==> src/rtl/saturn_bus_ctrl.sv <==
// Saturn nibble-bus master: serialises one CPU transfer into
// command, address and data nibble slots.
module saturn_bus_ctrl #(
  parameter int SLOT_CYCLES = 4
) (
  input  logic        i_clk,
  input  logic        i_reset,
  input  logic        i_req,
  input  logic [1:0]  i_op,
  input  logic        i_load,
  input  logic [19:0] i_addr,
  input  logic [3:0]  i_len,
  input  logic [63:0] i_wdata,
  output logic        o_busy,
  output logic        o_done,
  output logic [63:0] o_rdata,
  output logic        o_bus_clk_en,
  output logic        o_bus_is_data,
  output logic [3:0]  o_bus_nibble_out,
  input  logic [3:0]  i_bus_nibble_in
);

  localparam logic [3:0] BUSCMD_PC_READ  = 4'h0;
  localparam logic [3:0] BUSCMD_DP_READ  = 4'h1;
  localparam logic [3:0] BUSCMD_PC_WRITE = 4'h2;
  localparam logic [3:0] BUSCMD_DP_WRITE = 4'h3;
  localparam logic [3:0] BUSCMD_LOAD_PC  = 4'h4;
  localparam logic [3:0] BUSCMD_LOAD_DP  = 4'h5;

  localparam logic [3:0] LAST = 4'(SLOT_CYCLES - 1);

  typedef enum logic [2:0] {
    IDLE, CMD, ADDR, WCMD, XFER
  } state_t;

  state_t      state;
  logic [3:0]  phase;
  logic [1:0]  op;
  logic        load;
  logic [19:0] addr_sh;
  logic [3:0]  len;
  logic [63:0] wdata_sh;
  logic [2:0]  acnt;
  logic [3:0]  idx;
  logic        is_write;
  logic        is_dp;

  assign is_write = op[1];
  assign is_dp    = op[0];

  function automatic logic [3:0] cmd_of(
    input logic [1:0] o,
    input logic       ld
  );
    logic [3:0] c;
    c = BUSCMD_PC_READ;
    unique case (1'b1)
      ld && !o[0]:       c = BUSCMD_LOAD_PC;
      ld && o[0]:        c = BUSCMD_LOAD_DP;
      !ld && o == 2'b00: c = BUSCMD_PC_READ;
      !ld && o == 2'b01: c = BUSCMD_DP_READ;
      !ld && o == 2'b10: c = BUSCMD_PC_WRITE;
      !ld && o == 2'b11: c = BUSCMD_DP_WRITE;
    endcase
    return c;
  endfunction

  always_ff @(posedge i_clk or posedge i_reset) begin
    if (i_reset) begin
      state            <= IDLE;
      phase            <= '0;
      op               <= '0;
      load             <= 1'b0;
      addr_sh          <= '0;
      len              <= '0;
      wdata_sh         <= '0;
      acnt             <= '0;
      idx              <= '0;
      o_busy           <= 1'b0;
      o_done           <= 1'b0;
      o_rdata          <= '0;
      o_bus_clk_en     <= 1'b0;
      o_bus_is_data    <= 1'b0;
      o_bus_nibble_out <= '0;
    end else begin
      o_done <= 1'b0;
      if (state == IDLE) begin
        o_bus_clk_en <= 1'b0;
        if (i_req) begin
          op               <= i_op;
          load             <= i_load;
          addr_sh          <= i_addr;
          len              <= i_len;
          wdata_sh         <= i_wdata;
          if (!i_op[1])
            o_rdata <= '0;
          o_busy           <= 1'b1;
          phase            <= '0;
          state            <= CMD;
          o_bus_is_data    <= 1'b0;
          o_bus_nibble_out <= cmd_of(i_op, i_load);
        end
      end else begin
        o_bus_clk_en <= (phase == 4'd0);
        // slave drove its nibble on the strobe edge one cycle earlier
        if (state == XFER && !is_write && phase == 4'd2)
          o_rdata[{idx, 2'b00} +: 4] <= i_bus_nibble_in;
        if (phase != LAST) begin
          phase <= phase + 4'd1;
        end else begin
          phase <= '0;
          unique case (state)
            CMD: begin
              if (load) begin
                state            <= ADDR;
                acnt             <= '0;
                o_bus_is_data    <= 1'b1;
                o_bus_nibble_out <= addr_sh[3:0];
                addr_sh          <= addr_sh >> 4;
              end else begin
                state            <= XFER;
                idx              <= '0;
                o_bus_is_data    <= 1'b1;
                o_bus_nibble_out <= is_write ? wdata_sh[3:0] : 4'h0;
                wdata_sh         <= wdata_sh >> 4;
              end
            end
            ADDR: begin
              if (acnt != 3'd4) begin
                acnt             <= acnt + 3'd1;
                o_bus_nibble_out <= addr_sh[3:0];
                addr_sh          <= addr_sh >> 4;
              end else if (is_write) begin
                state            <= WCMD;
                o_bus_is_data    <= 1'b0;
                o_bus_nibble_out <= is_dp ? BUSCMD_DP_WRITE
                                          : BUSCMD_PC_WRITE;
              end else begin
                // slave auto-switches to read after the 5th nibble
                state            <= XFER;
                idx              <= '0;
                o_bus_nibble_out <= 4'h0;
              end
            end
            WCMD: begin
              state            <= XFER;
              idx              <= '0;
              o_bus_is_data    <= 1'b1;
              o_bus_nibble_out <= wdata_sh[3:0];
              wdata_sh         <= wdata_sh >> 4;
            end
            XFER: begin
              if (idx == len) begin
                state            <= IDLE;
                o_done           <= 1'b1;
                o_busy           <= 1'b0;
                o_bus_is_data    <= 1'b0;
                o_bus_nibble_out <= 4'h0;
              end else begin
                idx              <= idx + 4'd1;
                o_bus_nibble_out <= is_write ? wdata_sh[3:0] : 4'h0;
                wdata_sh         <= wdata_sh >> 4;
              end
            end
            default: state <= IDLE;
          endcase
        end
      end
    end
  end

endmodule

==> config.mk <==
export PLATFORM = sky130hd
export DESIGN_NAME = saturn_bus_ctrl
export DESIGN_NICKNAME = d
export VERILOG_FILES = /design/src/rtl/saturn_bus_ctrl.sv
export SDC_FILE = /design/constraint.sdc
export NUM_CORES = 1
export LEC_CHECK = 0
export CAP_MARGIN = 20
export CORE_ASPECT_RATIO = 0.5
export CORE_MARGIN = 2
export CORE_UTILIZATION = 52
export DETAILED_ROUTE_END_ITERATION = 8
export GPL_ROUTABILITY_DRIVEN = 0
export PLACE_DENSITY = 0.93
export SLEW_MARGIN = 15
export SYNTH_ARGS = -nofsm -noshare
export SYNTH_HDL_FRONTEND = slang
export SYNTH_SLANG_ARGS = --single-unit
export TNS_END_PERCENT = 20
==> constraint.sdc <==
create_clock -name i_clk -period 10.08 [get_ports i_clk]
set_clock_uncertainty 0.1 [all_clocks]
set_input_delay 3.024 -clock i_clk [delete_from_list [all_inputs] [get_ports i_clk]]
set_output_delay 3.024 -clock i_clk [all_outputs]
set_load 0.01 [all_outputs]
---- After elaboration in Yosys (flattened, before gate mapping) ----
Cells that the tools add are included.
W data, S select, Z words.
word-level totals
  register bits after elaboration ......... 177
  logic and storage cells ................. 147
  output and inout bits ................... 72
operators by class
  shifts and indexed selects .............. 2
  multiplexer cells ....................... 63
  add/subtract/negate cells ............... 4
  bitwise operators ....................... 2
  equality and inequality tests ........... 27
  reductions and logical operators ........ 34
operators by type and width
  operator                  number
  $mux W64                  9
  $pmux W64 S3              1
  $mux W20                  5
  $bwmux W64                1
  $shift A4 B8 Y64 const A  1
  $shiftx A4 B8 Y64         1
  $mux W4                   14
  $pmux W20 S2              1
  $pmux W4 S4               2
  $mux W3                   9
  $pmux W4 S6               1
  $ne A3 B3 Y1 const B      7
  $ne A2 B2 Y1 const B      9
  $mux W1                   16
  $reduce_and A5 Y1         3
  $pmux W3 S4               1
  $reduce_bool A4 Y1        3
  $add A4 B1 Y4 const B     2
  $logic_and A1 B1 Y1       8
  $neg A6 Y8                1
  $reduce_and A4 Y1         2
  $reduce_bool A2 Y1        4
  $reduce_and A7 Y1         1
  $eq A3 B2 Y1 const B      2
  other kinds (23)          28

---- Depth between registers and ports, before layout ----
Gate-level depths: netlist of the first run.
  depth after elaboration ................. 6
  depth in mapped cells ................... 10

---- Worst setup path before layout of the first run ----
Ideal clock, no wire load.
  path type ............................... input-to-reg
  start point ............................. input i_op[1]
  end point ............................... register o_rdata[52]
  data required time ...................... 9.859 ns
  arrival ................................. 4.142 ns
  library setup time ...................... 0.121 ns
  stages .................................. 5
  path buffers ............................ 1
  setup slack ............................. 5.717 ns
  cell sequence ........................... nor3b_1 -> and2_1 -> clkbuf_1 -> a31oi_1 -> a22o_1
between the ends
  longest elaborated chain between the ends .. 2
ends and longest elaborated chain
  item                                line  RTL
  start, declared                     9     input logic [1:0] i_op,
  $ne A2 B2 Y1 (no source line)       --
  $reduce_and A3 Y1 (no source line)  --
  end signal, assigned by index       107   o_rdata[{idx, 2'b00} +: 4] <= i_bus_nibble_in;
  end, declared                       16    output logic [63:0] o_rdata,
No other way between the ends.
A chain may end at the register's enable or synchronous reset.

---- Final worst setup path of the first run ----
  start point ............................. input i_req
  end point ............................... register wdata_sh[33]
between the ends
  longest elaborated chain between the ends .. 2
ends and longest elaborated chain
  item                                line  RTL
  start, declared                     8     input logic i_req,
  $ne A2 B2 Y1 (no source line)       --
  $reduce_and A5 Y1 (no source line)  --
  end signal, assigned                94    wdata_sh <= i_wdata;
  end signal, assigned                125   wdata_sh <= wdata_sh >> 4;
  end signal, assigned                150   wdata_sh <= wdata_sh >> 4;
  end, declared                       42    logic [63:0] wdata_sh;
No other way between the ends.

==> impl_metrics.py, run 1 <==
metrics = {
    "placed_design": {
        "dpl.cell_count": 1137,
        "portBuffers": 169,
        "placed_cell_area_mm2": 0.0101,
        "dp_hpwl_mm": 14.4,
    },
    "pwr": {
        "vdd_drop_max_mv": 0.257,
        "p_per_area_mw_per_mm2": 284,
        "p_leak_nw": 4.70,
    },
    "layout": {
        "finish.instance_area_mm2": 0.0107,
        "num_antenna_cells": 0,
        "n_fill_cell": 1101,
        "fin_nets": 1059,
        "area.growth.synth_to_final_pct": 28.9,
        "multi_input_area_mm2": 0.00360,
        "stdcell_count": 1170,
        "drive_gt1_share_pct": 6.52,
        "ff_latch_area_mm2": 0.00443,
    },
    "floorplanning": {
        "placeableCoreArea_mm2": 0.0155,
        "boundaryPins": 170,
        "die-height_um": 93.5,
        "die_w_um": 183,
        "initial_core_util_pct": 53.6,
        "die_area_mm2": 0.0171,
        "row_count": 32,
    },
    "clock_network": {
        "cts_max_path_buffers": 2,
        "clock_latency_ns": 0.43,
        "root_buffer": "clkbuf_16",
        "htree_levels": 4,
        "numCtsBuffers": 17,
        "cts_resized": 0,
        "post_cts_buffers": 0,
        "cts.hold.buffers_added": 0,
        "clkSlewWorstSetupHoldPaths_ns": 0.07,
        "cts_sinks": 177,
        "tritoncts": "yes",
    },
    "yosys": {
        "synth_area_leaders": "dfrtp_1, mux2i_1, nand2_1, o21ai_0, a22o_1",
        "syn_area_mm2": 0.00833,
        "synth_edf_count": 0,
        "yosys.area.top_type_share_pct": 53.2,
        "ys_types": 59,
        "synth_seq_cells": 177,
        "synth_area_per_cell_um2": 10.2,
        "synthCells": 815,
        "synth_common_cells": "dfrtp_1, nand2_1, o21ai_0, mux2i_1, nor2_1",
        "yosys_warnings": 0,
        "synthesis.nets": 921,
        "synthArstFlopShare_pct": 100,
        "synth_most_common_cell": "dfrtp_1",
        "yosysSeqAreaShare_pct": 53.2,
        "synth_top_area_cell": "dfrtp_1",
        "synth_top_flop_cell": "dfrtp_1",
    },
    "timing": {
        "period_minus_slack_ns": 5.25,
        "period_share_pct": 52.1,
        "clock.fmax_ghz": 0.191,
        "worst_slew_pin_slew_ns": 1.05,
        "drv_slew": 0,
        "setup-violations-final": 0,
        "hold_viol": 0,
        "maxSlewHeadroom_pct": 29.8,
        "whs_ns": 0.385,
        "grt_setup_unrepaired": "no",
        "setup_tns_ns": 0,
    },
    "critical_path": {
        "arrival_ns": 5.40,
        "path_max_fanout": 128,
        "cp_slowest_cell": "buf_4",
        "critPathLaunchType": "input port",
        "crit_chain": "clkdlybuf4s50_1, nor4_1, a21oi_2, o2111ai_4, buf_4, o21ai_0",
        "end_kind": "flip-flop",
        "worst-setup-path-type": "input port to flip-flop",
        "cp.required_ns": 10.23,
        "r2r_slack_ns": 6.88,
        "slowest_delay_ns": 0.81,
    },
    "global_routing": {
        "grt_pass1_vias": 6794,
        "antenna_found_initial": 0,
        "track_usage_pct": 25.2,
        "grt_max_degree": 129,
        "overflow": 0,
        "grt_pass1_wl_mm": 34.1,
    },
    "route": {
        "drc_errors": 0,
        "first_pass_iters": 7,
        "drt_iter0_markers": 626,
        "vias_per_cell": 6.01,
        "wl_per_cell_um": 18.1,
        "vias": 7031,
        "postRouteAntennaNets": 0,
        "drt_wl_total_mm": 21.2,
    },
    "flow_run": {
        "cap_violations": 0,
    },
    "worst_hold_path": {
        "hp-class": "flip-flop to flip-flop",
    },
    "status": {
        "outcome": "finished, final reports clean",
    },
}
## cell families after synthesis
| group | synth area share (%) |
|---|---|
| DFF | 53.2 |
| buffers and inverters | 3.99 |
| AOI/OAI and AO/OA | 18.8 |
| adders and majority gates | 1.20 |
| and+or+nand+nor | 13.3 |
| muxes | 8.95 |
| xor gates and xnor gates | 0.631 |
## through the flow
step | utilization [%] | total power [mW] | setup slack [ns]
2_1_floorplan | - | 2.02 | 2.15
3_3_place_gp | 64.9 | 2.26 | 4.57
3_5_place_dp | 64.9 | 2.33 | 4.42
4_1_cts | 69.0 | 3.04 | 4.87
5_1_grt | 69.2 | 3.25 | 4.57
6_report | 69.2 | 3.05 | 4.83
## power by group
part           total (mW)  internal [mW]  switching [mW]
combinational        1.22          0.506           0.716
clock               0.702          0.388           0.315
sequential           1.12          0.935           0.188
total                3.05           1.83            1.22
## worst paths after layout
| path | startpoint | end | cells past startpoint |
|---|---|---|---|
| setup / recovery | i_req | wdata_sh[33] | 6 |
| hold / removal | wdata_sh[23] | wdata_sh[23] | 2 |
| setup reg to reg | idx[3] | wdata_sh[33] | 5 |
| hold reg to reg | wdata_sh[23] | wdata_sh[23] | 2 |
| max in group asynchronous | i_reset | o_rdata[31] | 4 |
| min in group asynchronous | i_reset | wdata_sh[5] | 2 |
## registers in the layout, indices dropped and copies added (netlist names), 3 cells and up
name / count
o_rdata: 64
wdata_sh: 64
addr_sh: 20
idx: 4
len: 4
o_bus_nibble_out: 4
phase: 4
acnt: 3
state: 3
## per-layer routing
| metal | vias to the layer above | share of wire, % | global-route usage (%) |
|---|---|---|---|
| met5 | - | 0 | 0 |
| met4 | 0 | 2.2 | 7.73 |
| met3 | 51 | 6.0 | 5.02 |
| met2 | 290 | 50 | 43.2 |
| met1 | 3458 | 42 | 32.7 |
| li1 | 3232 | - | - |
## cells in the final DEF (no fill, tap or decap), types with 4 or more instances in the layout
cell type,count
a211oi_1,4
a21oi_1,13
a221o_1,4
a22o_1,35
a31oi_1,31
a32o_1,13
and2_1,4
and3_1,4
buf_4,5
clkbuf_16,17
clkdlybuf4s50_1,169
dfrtp_1,177
ha_1,8
inv_1,17
inv_6,4
inv_8,6
mux2_2,12
mux2i_1,61
nand2_1,134
nand2b_1,5
nand3_1,12
nand4_1,5
nor2_1,37
nor3_1,9
nor4_1,4
nor4b_1,4
o21ai_0,69
o21ai_1,20
o22ai_1,8
o2bb2ai_1,14
o31ai_1,4
xnor2_1,5
## critical path: cells and delay by family
kind	cells	cell delay (ns)
AND/OR/NAND/NOR	1	0.51
buffers and inverters	2	1.28
AO/OA/AOI/OAI	3	0.51
## area by class of cell
type,instances,share of cell area [%]
Multi-Input combinational cell,563,33.5
Sequential cell,177,41.2
Clock buffer,18,4.09
Tap cell,204,2.38
Clock inverter,14,1.75
Timing Repair Buffer,175,16.4
Inverter,19,0.710
(Power assumes the default switching activity.)
==> run 2: changes to the inputs <==
Settings changed: CORE_UTILIZATION 52 to 47, PLACE_DENSITY 0.93 to 0.89.
Clock period 10.08 ns to 4.8 ns, I/O delays scaled along.
==> impl_metrics.py, run 2 (same netlist as run 1, synthesis figures left out) <==
metrics = {
    "clock_network": {
        "cts_sinks": 177,
        "cts.hold.buffers_added": 0,
        "post_cts_buffers": 0,
        "htree_levels": 4,
        "tritoncts": "yes",
        "clock_latency_ns": 0.44,
        "numCtsBuffers": 17,
        "cts_resized": 0,
        "cts_max_path_buffers": 2,
        "clkSlewWorstSetupHoldPaths_ns": 0.07,
        "root_buffer": "clkbuf_16",
    },
    "floorplanning": {
        "placeableCoreArea_mm2": 0.0174,
        "initial_core_util_pct": 48.0,
        "die_w_um": 192,
        "boundaryPins": 170,
        "die_area_mm2": 0.0189,
        "row_count": 34,
        "die-height_um": 98.2,
    },
    "layout": {
        "top_regs": "o_rdata (64), wdata_sh (64), addr_sh (20)",
        "stdcell_count": 1203,
        "area.growth.synth_to_final_pct": 29.1,
        "drive_gt1_share_pct": 6.60,
        "n_fill_cell": 1381,
        "fin_util_pct": 62.0,
        "layout_common_cells": "dfrtp_1, clkdlybuf4s50_1, nand2_1",
        "layout_commonest_cell": "dfrtp_1",
        "fin_nets": 1062,
        "num_antenna_cells": 0,
    },
    "global_routing": {
        "track_usage_pct": 23.0,
        "grt_max_degree": 68,
        "overflow": 0,
        "grt_busiest_layer": "met2",
        "antenna_found_initial": 0,
        "grt_pass1_wl_mm": 34.3,
        "met3_usage_pct": 4.57,
        "grt_pass1_vias": 6955,
        "met2_usage_pct": 37.7,
        "met1_usage_pct": 30.1,
    },
    "pwr": {
        "swShare_pct": 39.4,
        "p_comb_share_pct": 41.1,
        "p_int_mw": 3.79,
        "p_per_area_mw_per_mm2": 582,
        "p_leak_nw": 4.67,
        "vdd_drop_max_mv": 0.431,
        "pwr-share-seq_pct": 37.5,
        "pwr-share-clk_pct": 21.4,
        "switchingPower_mw": 2.47,
    },
    "route": {
        "vias": 6892,
        "vias_per_cell": 5.73,
        "drc_errors": 0,
        "drt_wl_total_mm": 20.5,
        "wl_per_cell_um": 17.0,
        "postRouteAntennaNets": 0,
        "first_pass_iters": 6,
        "drt_iter0_markers": 594,
    },
    "critical_path": {
        "arrival_ns": 3.58,
        "worst-setup-path-type": "input port to flip-flop",
        "path_max_fanout": 6,
        "cp.required_ns": 5.04,
        "critPathLaunchType": "input port",
        "end_kind": "flip-flop",
        "r2r_cells": 5,
    },
    "timing": {
        "hold_viol": 0,
        "period_minus_slack_ns": 3.35,
        "setup_tns_ns": 0,
        "grt_setup_unrepaired": "no",
        "period_share_pct": 69.7,
        "layout_setup_ws_ns": 1.45,
        "setup-violations-final": 0,
        "worst_slew_pin_slew_ns": 0.899,
        "maxSlewHeadroom_pct": 39.8,
        "drv_slew": 0,
        "clock.fmax_ghz": 0.299,
    },
    "worst_hold_path": {
        "hp-class": "flip-flop to flip-flop",
        "whs_path_depth": 2,
    },
    "placed_design": {
        "dp_hpwl_mm": 14.7,
        "dpl.cell_count": 1171,
        "portBuffers": 169,
        "dpl_worst_slack_ns": 1.10,
    },
    "status": {
        "outcome": "finished, final reports clean",
    },
    "flow_run": {
        "cap_violations": 0,
    },
}
run 2: changes by cell type in the layout (fill, tap and decap cells not counted), sizes merged:
cell / before / now
clkbuf: 18 / 21
clkinvlp: 0 / 4
clkinv: 4 / 7
bufinv: 2 / 1
inv: 27 / 18
buf: 6 / 9
run 2: final cells by class:
cell class	instances	area (um2)	share of cell area (%)
clock buffers	21	460	4.28
clock inverters	11	106	0.988
inverters	19	75.1	0.698
multi-input cells	563	3600	33.4
flip-flops and latches	177	4430	41.2
well taps	234	293	2.72
repair buffers	178	1800	16.7
run 2: metal layers:
metal	wire length [um]	up-vias	part of all wire (%)
met5	0	-	0
met4	377	0	1.8
met3	1160	36	5.7
met2	10000	251	49
met1	8960	3374	44
li1	-	3231	-
run 2: path summary, 6_finish.rpt:
| check | start | slack, ns | end |
|---|---|---|---|
| min reg2reg | wdata_sh[35] | 0.38 | wdata_sh[35] |
| max | i_req | 1.45 | o_rdata[17] |
| max in group asynchronous | i_reset | 2.39 | wdata_sh[48] |
| max reg2reg | idx[3] | 1.82 | wdata_sh[58] |
| min in group asynchronous | i_reset | 1.43 | addr_sh[14] |
| min | wdata_sh[35] | 0.38 | wdata_sh[35] |
run 2: critical path, stage by stage:
cell	delay [ns]
clkdlybuf4s50_1	0.52
nor3b_1	0.53
a22oi_1	0.31
nor3_1	0.33
nand2_1	0.20
o2bb2ai_1	0.25
run 2: metrics by stage:
| stage | cell area (um2) | hold WS [ns] | power (mW) |
|---|---|---|---|
| 2_1_floorplan | 8340 | 0.350 | 4.25 |
| 3_3_place_gp | 10200 | 0.361 | 4.80 |
| 3_5_place_dp | 10200 | 0.371 | 4.94 |
| 4_1_cts | 10800 | 0.386 | 6.28 |
| 5_1_grt | 10800 | 0.399 | 6.73 |
| 6_report | 10800 | 0.380 | 6.26 |
run 2: power by group through the flow:
stage | logic (mW) | clock network (mW) | registers [mW]
after floorplan | 2.03 | 0 | 2.22
after CTS | 2.58 | 1.36 | 2.34
after detailed placement | 2.57 | 0 | 2.36
after global placement | 2.45 | 0 | 2.35
final | 2.57 | 1.34 | 2.35
after global routing | 2.89 | 1.43 | 2.41
